### src/rtl/alu_share_ctrl_pkg.sv
// Shared definitions for the ALU sharing controller: ALU control encodings,
// the sequencer state type and a small one-hot helper.
package alu_share_ctrl_pkg;

  // ALU control encodings. Codes outside this set are forwarded unchanged;
  // the ALU answers them with result 0 and zero=1.
  localparam logic [2:0] ALU_AND = 3'b000;
  localparam logic [2:0] ALU_OR  = 3'b001;
  localparam logic [2:0] ALU_ADD = 3'b010;
  localparam logic [2:0] ALU_SUB = 3'b110;
  localparam logic [2:0] ALU_SLT = 3'b111;

  // Sequencer states: wait for a request, let the ALU evaluate, hold the response.
  typedef enum logic [1:0] {
    S_IDLE = 2'd0,
    S_EXEC = 2'd1,
    S_RESP = 2'd2
  } state_t;

  // One-hot vector for a two-requester index.
  function automatic logic [1:0] onehot2(input logic idx);
    return idx ? 2'b10 : 2'b01;
  endfunction

endpackage

### src/rtl/alu_share_ctrl_rr_arb2.sv
// Two-input combinational round-robin picker. On a tie the requester that did
// not win most recently is chosen; a lone requester always wins.
module rr_arb2
  import alu_share_ctrl_pkg::*;
(
  input  logic [1:0] req_valid,
  input  logic       last,
  output logic [1:0] grant,
  output logic       winner
);

  // Pick the winner index and expand it to a one-hot grant.
  always_comb begin
    // NOTE: every output gets a default first so no path leaves it unassigned (no latch).
    winner = 1'b0;
    grant  = 2'b00;
    case (req_valid)
      2'b01:   winner = 1'b0;
      2'b10:   winner = 1'b1;
      2'b11:   winner = ~last;
      default: winner = 1'b0;
    endcase
    if (req_valid != 2'b00) begin
      grant = onehot2(winner);
    end
  end

endmodule

### src/rtl/alu_share_ctrl.sv
// Shares one single-cycle ALU between two requesters. A three-state sequencer
// accepts a request, registers its operands into the ALU, captures the result
// one cycle later and holds it until the owning requester takes it. A new
// request may be accepted in the same cycle the previous response completes.
module alu_share_ctrl
  import alu_share_ctrl_pkg::*;
#(
  parameter int WIDTH = 32
) (
  input  logic             clk,
  input  logic             reset,
  input  logic [1:0]       req_valid,
  output logic [1:0]       req_ready,
  input  logic [WIDTH-1:0] req_a0,
  input  logic [WIDTH-1:0] req_b0,
  input  logic [WIDTH-1:0] req_a1,
  input  logic [WIDTH-1:0] req_b1,
  input  logic [2:0]       req_ctl0,
  input  logic [2:0]       req_ctl1,
  output logic [1:0]       rsp_valid,
  input  logic [1:0]       rsp_ready,
  output logic [WIDTH-1:0] rsp_result,
  output logic             rsp_zero,
  output logic [WIDTH-1:0] alu_srca,
  output logic [WIDTH-1:0] alu_srcb,
  output logic [2:0]       alu_control,
  input  logic [WIDTH-1:0] alu_result,
  input  logic             alu_zero
);

  state_t           state;
  state_t           state_next;
  // Most recent winner. Because every accept updates it, it also names the
  // owner of the transaction currently in EXEC or RESP.
  logic             last;
  logic [1:0]       grant;
  logic             winner;
  logic             rsp_done;
  logic             accept;
  logic [WIDTH-1:0] sel_a;
  logic [WIDTH-1:0] sel_b;
  logic [2:0]       sel_ctl;

  rr_arb2 u_arb (
    .req_valid (req_valid),
    .last      (last),
    .grant     (grant),
    .winner    (winner)
  );

  // Response handshake and accept qualification.
  always_comb begin
    rsp_done = (state == S_RESP) && rsp_ready[last];
    accept   = (req_valid != 2'b00) && ((state == S_IDLE) || rsp_done);
  end

  // Operand mux: route the winning requester's operands toward the ALU registers.
  always_comb begin
    sel_a   = winner ? req_a1   : req_a0;
    sel_b   = winner ? req_b1   : req_b0;
    sel_ctl = winner ? req_ctl1 : req_ctl0;
  end

  // State register.
  always_ff @(posedge clk or posedge reset) begin
    if (reset) begin
      state <= S_IDLE;
    end else begin
      // NOTE: sequential state uses non-blocking assignments so every register samples pre-edge values.
      state <= state_next;
    end
  end

  // Next-state logic.
  always_comb begin
    state_next = state;
    case (state)
      S_IDLE: if (accept) state_next = S_EXEC;
      S_EXEC: state_next = S_RESP;
      S_RESP: begin
        if (rsp_done) begin
          state_next = accept ? S_EXEC : S_IDLE;
        end
      end
      default: state_next = S_IDLE;
    endcase
  end

  // Output logic: grant is presented only when an accept actually happens.
  always_comb begin
    req_ready = accept ? grant : 2'b00;
  end

  // Operand registers and round-robin pointer; they move only on an accept.
  always_ff @(posedge clk or posedge reset) begin
    if (reset) begin
      alu_srca    <= '0;
      alu_srcb    <= '0;
      alu_control <= 3'b000;
      last        <= 1'b1;
    end else if (accept) begin
      alu_srca    <= sel_a;
      alu_srcb    <= sel_b;
      alu_control <= sel_ctl;
      last        <= winner;
    end
  end

  // Response registers: capture at the end of EXEC, release on the handshake.
  always_ff @(posedge clk or posedge reset) begin
    if (reset) begin
      rsp_valid  <= 2'b00;
      rsp_result <= '0;
      rsp_zero   <= 1'b0;
    end else if (state == S_EXEC) begin
      rsp_valid  <= onehot2(last);
      rsp_result <= alu_result;
      rsp_zero   <= alu_zero;
    end else if (rsp_done) begin
      rsp_valid  <= 2'b00;
    end
  end

endmodule
### config.mk
export PLATFORM = sky130hd
export DESIGN_NAME = alu_share_ctrl
export DESIGN_NICKNAME = d
export VERILOG_FILES = /design/src/rtl/alu_share_ctrl_pkg.sv /design/src/rtl/alu_share_ctrl_rr_arb2.sv /design/src/rtl/alu_share_ctrl.sv
export SDC_FILE = /design/constraint.sdc
export NUM_CORES = 1
export LEC_CHECK = 0
export BUFFER_PORTS_ARGS = -buffer_cell sky130_fd_sc_hd__buf_2
export CAP_MARGIN = 5
export CORE_MARGIN = 4
export CORE_UTILIZATION = 47
export DETAILED_ROUTE_END_ITERATION = 10
export PLACE_DENSITY = 0.85
export SLEW_MARGIN = 20
export SYNTH_ARGS = -nofsm -noshare
export SYNTH_HDL_FRONTEND = slang
export SYNTH_SLANG_ARGS = --single-unit
### constraint.sdc
create_clock -name clk -period 6.23 [get_ports clk]
set_clock_uncertainty 0.15 [all_clocks]
set_input_delay 1.246 -clock clk [delete_from_list [all_inputs] [get_ports clk]]
set_output_delay 1.246 -clock clk [all_outputs]
set_load 0.1 [all_outputs]
==> results of run 1 <==
==> cells in the mapped netlist <==
cell type,n
inv_1,1
dfrtp_1,104
a211oi_4,1
nor2b_1,3
nand3_1,1
and2_1,1
buf_4,3
dfstp_2,1
mux2_1,22
nand3b_1,1
buf_2,8
nor2_1,2
nor3_1,1
a21boi_1,1
a21oi_1,2
mux2i_1,1
nand2_1,100
nand2b_1,1
nor3b_1,1
a211oi_1,1
clkbuf_1,13
mux2_2,113
o21ai_0,1
==> kinds of logic (layout without fill, tap and decap cells) <==
| logic type | after synthesis | after routing | synth area share (%) |
|---|---|---|---|
| buf+inv | 25 | 296 | 2.42 |
| flops | 105 | 105 | 55.2 |
| simple gates | 111 | 111 | 9.22 |
| mux | 136 | 136 | 32.1 |
| compound gates | 6 | 6 | 1.05 |
==> tightest hold or removal path, cell delays in order (launching register included) <==
cell	delay, ns
dfrtp_1	0.35
nand2_1	0.05
nand2_1	0.06
==> sequential cells by signal, indices dropped and copies added, names as in the netlist <==
name and flops:
rsp_result 32, state 2, alu_control 3, alu_srcb 32
alu_srca 32, rsp_valid 2, last 1, rsp_zero 1
==> metrics by stage <==
step | util, % | hold WS (ns) | worst slack [ns] | std cells | cell area, um2
6_report | 65.7 | 0.331 | 2.36 | 787 | 6450
5_1_grt | 65.7 | 0.361 | 2.29 | 787 | 6450
4_1_cts | 65.7 | 0.336 | 2.33 | 787 | 6450
3_5_place_dp | 63.6 | 0.308 | 2.33 | 771 | 6250
3_3_place_gp | 63.5 | 0.303 | 2.37 | 771 | 6240
2_1_floorplan | - | 0.429 | 1.48 | 383 | 4760
==> how the worst min path moves through the flow <==
stage / depth (start not counted) / start / slack [ns] / endpoint
after detailed placement: 2 / rsp_result[19]$_DFFE_PP0N_ / 0.31 / rsp_result[19]$_DFFE_PP0N_
after floorplan: 1 / state[0]$_DFFE_PP0P_ / 0.43 / state[1]$_DFFE_PP0P_
after CTS: 2 / rsp_result[26]$_DFFE_PP0N_ / 0.34 / rsp_result[26]$_DFFE_PP0N_
after global placement: 2 / rsp_result[12]$_DFFE_PP0N_ / 0.30 / rsp_result[12]$_DFFE_PP0N_
after global routing: 2 / rsp_result[1]$_DFFE_PP0N_ / 0.36 / rsp_result[1]$_DFFE_PP0N_
final: 2 / rsp_result[17]$_DFFE_PP0N_ / 0.33 / rsp_result[17]$_DFFE_PP0N_
==> per-layer routing <==
metal / wire length [um] / up-vias / share of wire (%)
met5: 0 / - / 0
li1: - / 1819 / -
met3: 1040 / 10 / 8.2
met2: 6780 / 164 / 54
met4: 112 / 0 / 0.89
met1: 4640 / 1839 / 37
==> final cells by class <==
type,count,area (um2)
fill,771,3370
tap,133,166
timing repair buffer,279,1400
sequential,105,2630
inverter,1,6.26
multi-input combinational,253,2040
clock buffer,10,128
clock inverter,6,75.1
==> results.py, run 1 <==
metrics = {
    "timing": {
        "period_minus_slack_ns": 3.87,
        "setup_tns_ns": 0,
        "hold_viol": 0,
        "fin_crit_sh_pct": 62.1,
        "rsz0062_at_grt": "false",
        "relSlewSlack_pct": 42.9,
        "drv_slew": 0,
        "timing.fmax_mhz": 259,
        "worstMarginPinSlew_ns": 0.856,
        "setup_violations": 0,
    },
    "logic_synthesis": {
        "yosys.area.top_type_share_pct": 54.6,
        "yosysWarnings": 0,
        "yosys.area.top_type": "dfrtp_1",
        "synth_area_leaders": "dfrtp_1 (55%), mux2_2 (27%), nand2_1 (7.9%)",
        "seq_area_frac_synth_pct": 55.2,
        "ys_seq_elements": 105,
        "synth.avg_cell_area_um2": 12.4,
        "syn_inst": 383,
        "syn-num-nets": 556,
        "synth_cell_type_count": 23,
        "syn_area_um2": 4760,
    },
    "grt": {
        "busiest_layer": "met2",
        "grt_max_degree": 70,
        "grt_util_met2_pct": 39.3,
        "grt_remaining_overflow": 0,
        "met1_usage_pct": 22.6,
        "grt_pass1_wl_um": 19100,
        "use_met3_pct": 5.57,
        "antenna_found_initial": 0,
        "groute.usage.overall_pct": 20.7,
        "grt_pass1_vias": 4012,
    },
    "worst_setup_path": {
        "cp_num_buf_inv": 2,
        "critPathCapture": "req_ready[0]",
        "timing.critical_path.from": "rsp_ready[1]",
        "cpLargestDelayFamily": "buffers and inverters",
        "cp_max_fo": 3,
        "slowest_delay_ns": 0.43,
        "start_kind": "input pin",
        "r2r_end": "alu_srca[11]$_DFFE_PP0P_",
        "endpoint_kind": "output pin",
        "path_cells": "buf_2, mux2i_1, a211oi_4, nor2b_1, buf_2",
        "worstReg2RegStart": "last$_DFFE_PP1P_",
        "path_depth": 5,
        "path_class": "in2out",
        "rrSetupSlack_ns": 3.55,
        "cp_common_cell": "buf_2",
        "cp.arrival_ns": 2.47,
        "cp_slowest_cell": "buf_2",
        "r2r_cells": 4,
        "cp.required_ns": 4.83,
    },
    "clock_network": {
        "cts_tree": "done",
        "cts_made_buffers": 9,
        "htree_levels": 3,
        "root_buffer": "clkbuf_8",
        "path_clk_slew_ns": 0.10,
        "cts_sinks": 105,
        "post_cts_buffers": 0,
        "insertion_delay_ns": 0.35,
        "cts_buffer_depth": 2,
        "cts_hold_buffers": 0,
        "cts_resized": 0,
    },
    "detailed_routing": {
        "drt_iter0_drc": 122,
        "dr.pass1.iters": 4,
        "ant_nets": 0,
        "drc_errors": 0,
        "vias_per_cell": 4.87,
        "vias": 3832,
        "wl_um": 12600,
        "wl_per_cell_um": 16.0,
    },
    "floorplan": {
        "core_um2": 9820,
        "dieArea_um2": 11800,
        "die_w_um": 109,
        "rows": 36,
        "die_h_um": 109,
        "ios": 277,
        "start_util_pct": 48.5,
    },
    "placed_design": {
        "gp_congestion": 0.768,
        "place_hpwl_um": 9960,
        "portBuffers": 276,
    },
    "cells_and_area": {
        "drive_above_1_share_pct": 63.1,
        "final_common_cell": "buf_2",
        "syn_to_final_growth_pct": 35.4,
        "num_antenna_cells": 0,
        "nets": 822,
        "final_cell_mix": "buf_2 (276), mux2_2 (113), dfrtp_1 (104)",
    },
    "hold_path": {
        "min_path_type": "reg2reg",
    },
    "flow_run": {
        "max_cap_violations": 0,
    },
    "status": {
        "status": "finished clean",
    },
}
Power of run 1 is left out: the tool's default activity adds up to more than one toggle a clock period on the data nets, which glitch-free logic cannot reach.
==> run 2, diff against run 1 <==
CORE_UTILIZATION = 44   (was 47)
PLACE_DENSITY = 0.8   (was 0.85)
clock period = 4 ns   (was 6.23 ns; I/O delays follow)
==> run 2 against run 1 <==
Net effect: die area rose by 6.3%; final cell count rose by 0.76%; count of clock-buffer cells in the layout rose by 3; register-to-register slack got worse by 2.1 ns; global-route usage fell by 1.3 points; core utilization fell by 3.7 points; sequential share of layout area barely moved; via count fell by 0.57%; non-clock buffer count rose by 3; hold slack got worse by 0.028 ns; sequential cell count did not move; wire length fell by 1.2%.
==> results.py, run 2 (synthesis results as in run 1) <==
metrics = {
    "timing": {
        "setup_tns_ns": 0,
        "drv_slew": 0,
        "rsz0062_at_grt": "false",
        "setup_violations": 0,
        "relSlewSlack_pct": 41.1,
        "timing.fmax_mhz": 338,
        "fin_crit_sh_pct": 73.9,
        "period_minus_slack_ns": 2.96,
        "hold_viol": 0,
        "worstMarginPinSlew_ns": 0.884,
    },
    "floorplan": {
        "die_w_um": 112,
        "die_h_um": 112,
        "rows": 37,
        "dieArea_um2": 12600,
        "start_util_pct": 45.7,
        "core_um2": 10400,
        "ios": 277,
    },
    "cells_and_area": {
        "nets": 825,
        "final_common_cell": "buf_2",
        "num_antenna_cells": 0,
        "drive_above_1_share_pct": 63.0,
        "final_cell_mix": "buf_2 (276), mux2_2 (113), dfrtp_1 (104)",
        "utilization_pct": 62.0,
        "reg.largest.list": "alu_srca (32), alu_srcb (32), rsp_result (32)",
        "fin_area_um2": 6450,
        "syn_to_final_growth_pct": 35.5,
    },
    "detailed_routing": {
        "vias": 3810,
        "dr.pass1.iters": 4,
        "wl_um": 12400,
        "drt_iter0_drc": 175,
        "wl_per_cell_um": 15.7,
        "vias_per_cell": 4.80,
        "drc_errors": 0,
        "ant_nets": 0,
    },
    "clock_network": {
        "htree_levels": 3,
        "root_buffer": "clkbuf_8",
        "path_clk_slew_ns": 0.10,
        "cts_buffer_depth": 2,
        "cts_sinks": 105,
        "cts_resized": 0,
        "cts_hold_buffers": 0,
        "post_cts_buffers": 0,
        "cts_tree": "done",
        "insertion_delay_ns": 0.35,
        "cts_made_buffers": 9,
    },
    "worst_setup_path": {
        "path_class": "reg2out",
        "cp_max_fo": 6,
        "worstReg2RegStart": "last$_DFFE_PP1P_",
        "endpoint_kind": "output pin",
        "start_kind": "flip-flop",
        "cp.arrival_ns": 2.01,
        "cp.required_ns": 3.05,
        "timing.critical_path.from": "last$_DFFE_PP1P_",
    },
    "placed_design": {
        "place_hpwl_um": 9810,
        "portBuffers": 276,
        "gp_congestion": 0.796,
        "dpl_cell_area_um2": 6280,
    },
    "grt": {
        "antenna_found_initial": 0,
        "grt_pass1_wl_um": 19900,
        "grt_max_degree": 70,
        "groute.usage.overall_pct": 19.4,
        "grt_pass1_vias": 4086,
        "grt_remaining_overflow": 0,
    },
    "flow_run": {
        "max_cap_violations": 0,
    },
    "status": {
        "status": "finished clean",
    },
    "hold_path": {
        "min_path_type": "in2async",
    },
}
-- run 2: cell count changes in the layout (fill, tap and decap cells not counted), sizes merged --
cell / previous run / this run
bufinv: 1 / 0
inv: 3 / 1
buf: 279 / 282
clkbuf: 10 / 13
-- run 2: final timing paths --
kind                                                    to  slack (ns)  cells past startpoint
min in group clk                rsp_result[24]$_DFFE_PP0N_        0.33                      2
worst min register to register  rsp_result[24]$_DFFE_PP0N_        0.33                      2
worst max-delay path                          req_ready[0]        1.04                      4
worst min-delay path              alu_srca[22]$_DFFE_PP0P_        0.30                      2
max in group asynchronous         alu_srcb[14]$_DFFE_PP0P_        2.55                      3
worst max register to register    alu_srcb[10]$_DFFE_PP0P_        1.47                      4
-- run 2: metal layers --
layer	up-vias	global-route usage, %	share of wire [%]
met5	-	0	0
met1	1790	22.7	38
li1	1832	-	-
met2	164	35.0	52
met3	24	4.74	7.9
met4	0	6.81	2.2
-- run 2: area by class of cell --
type	instances	area [um2]
clock buffers	13	159
flip-flops and latches	105	2630
repair buffers	282	1440
fillers	834	3960
clock inverters	3	17.5
multi-input cells	253	2030
well taps	136	170
inverters	1	6.26
-- run 2: through the flow --
step / setup WS, ns / hold WS [ns] / std cells
finish: 1.04 / 0.303 / 793
global route: 0.938 / 0.329 / 793
CTS: 1.02 / 0.315 / 793
detailed placement: 1.15 / 0.308 / 777
global placement: 1.17 / 0.304 / 777
floorplan: 0.144 / 0.429 / 383
-- run 2: critical path, cell delays in order, from the launching register on --
cell      delay, ns
dfstp_2        0.62
mux2i_1        0.17
a211oi_4       0.29
nor2b_1        0.14
buf_2          0.43
Power of run 2 is left out for the same reason.
==> run 3, diff against run 2 <==
clock period = 3 ns   (was 4 ns; I/O delays follow)
==> run 3 against run 2 <==
Net effect: core utilization is 0.95 points higher; cell area is 1.5% higher; first-iteration DRC count fell by 23%; via count rose by 0.76%; sequential cell count stayed put; hold slack got worse by 0.13 ns; worst setup slack worse by 0.71 ns; non-clock buffer count rose by 3; die area unchanged.
==> results.py, run 3 (synthesis results as in run 1) <==
metrics = {
    "worst_setup_path": {
        "path_cells": "mux2i_1, a211oi_4, nor2b_2, buf_12",
        "cp.arrival_ns": 1.92,
        "worstReg2RegStart": "last$_DFFE_PP1P_",
        "r2r_end": "alu_srca[3]$_DFFE_PP0P_",
        "r2r_cells": 4,
        "cp_num_buf_inv": 1,
        "cp_max_fo": 6,
        "cpLargestDelayFamily": "flip-flops",
        "start_kind": "flip-flop",
        "rrSetupSlack_ns": 0.67,
        "cp.required_ns": 2.25,
        "endpoint_kind": "output pin",
        "cp_slowest_cell": "dfstp_2",
        "path_class": "reg2out",
        "slowest_delay_ns": 0.62,
    },
    "grt": {
        "grt_pass1_vias": 4109,
        "grt_pass1_wl_um": 20000,
        "grt_remaining_overflow": 0,
        "groute.usage.overall_pct": 19.6,
        "grt_max_degree": 59,
        "antenna_found_initial": 0,
    },
    "flow_run": {
        "max_cap_violations": 0,
    },
    "floorplan": {
        "rows": 37,
        "start_util_pct": 45.7,
        "ios": 277,
        "die_h_um": 112,
        "core_um2": 10400,
        "die_w_um": 112,
        "dieArea_um2": 12600,
    },
    "detailed_routing": {
        "dr.pass1.iters": 4,
        "wl_um": 12500,
        "wl_per_cell_um": 15.7,
        "drc_errors": 0,
        "vias_per_cell": 4.82,
        "drt_iter0_drc": 134,
        "ant_nets": 0,
        "vias": 3839,
    },
    "timing": {
        "worstMarginPinSlew_ns": 0.579,
        "period_minus_slack_ns": 2.67,
        "relSlewSlack_pct": 61.4,
        "rsz0062_at_grt": "false",
        "timing.fmax_mhz": 375,
        "setup_tns_ns": 0,
        "hold_viol": 0,
        "drv_slew": 0,
        "setup_violations": 0,
        "fin_crit_sh_pct": 88.9,
    },
    "clock_network": {
        "cts_sinks": 105,
        "cts_made_buffers": 9,
        "cts_buffer_depth": 2,
        "path_clk_slew_ns": 0.10,
        "insertion_delay_ns": 0.35,
        "cts_tree": "done",
        "post_cts_buffers": 0,
        "cts_hold_buffers": 0,
        "htree_levels": 3,
        "root_buffer": "clkbuf_8",
        "cts_resized": 0,
    },
    "cells_and_area": {
        "reg.largest.list": "alu_srca (32), alu_srcb (32), rsp_result (32)",
        "num_antenna_cells": 0,
        "final_cell_mix": "buf_2 (274), mux2_2 (113), dfrtp_1 (104)",
        "syn_to_final_growth_pct": 37.6,
        "drive_above_1_share_pct": 63.5,
        "final_common_cell": "buf_2",
        "nets": 828,
        "fillers": 817,
    },
    "placed_design": {
        "gp_congestion": 0.826,
        "place_hpwl_um": 9910,
        "portBuffers": 276,
    },
    "status": {
        "status": "finished clean",
    },
    "hold_path": {
        "min_path_type": "in2async",
    },
}
-- run 3: cell types whose count changed in the layout (fill, tap and decap cells not counted), sizes merged --
cell / before / now
buf: 282 / 285
bufinv: 0 / 1
clkbuf: 13 / 10
clkinv: 2 / 1
clkinvlp: 1 / 4
-- run 3: through the flow --
stage | instance area [um2] | instances | setup slack (ns) | util (%) | hold WS [ns]
2_1_floorplan | 4770 | 383 | 0.00687 | - | 0.429
3_3_place_gp | 6360 | 780 | 0.602 | 61.0 | 0.302
3_5_place_dp | 6360 | 780 | 0.571 | 61.0 | 0.307
4_1_cts | 6550 | 796 | 0.281 | 62.9 | 0.164
5_1_grt | 6550 | 796 | 0.221 | 62.9 | 0.181
6_report | 6550 | 796 | 0.334 | 62.9 | 0.175
-- run 3: layer usage --
metal	track usage [%]	up-vias	routed length [um]
met4	6.81	0	230
met2	35.3	165	6570
met3	4.69	20	1030
met5	0	-	0
met1	22.8	1823	4670
li1	-	1831	-
-- run 3: how the worst max path moves through the flow --
stage,startpoint,to,slack [ns],cells past startpoint
final,last$_DFFE_PP1P_,req_ready[0],0.33,4
after global routing,last$_DFFE_PP1P_,req_ready[0],0.22,4
after CTS,last$_DFFE_PP1P_,req_ready[0],0.28,4
after detailed placement,req_valid[0],alu_srca[23]$_DFFE_PP0P_,0.57,5
after global placement,rsp_ready[1],alu_srca[6]$_DFFE_PP0P_,0.60,5
after floorplan,last$_DFFE_PP1P_,req_ready[0],0.007,5
-- run 3: cell type report --
type                    count  area (um2)  share of cell area [%]
repair buffers            285        1520                    23.1
multi-input cells         253        2040                    31.1
clock buffers              10         128                    1.95
clock inverters             6        66.3                    1.01
flip-flops and latches    105        2630                    40.1
inverters                   1        7.51                   0.115
well taps                 136         170                    2.60
-- run 3: tightest hold or removal path, stage by stage --
cell and delay, ns:
buf_2 0.11, clkinvlp_4 0.08, buf_12 0.28
Power of run 3 is left out for the same reason.
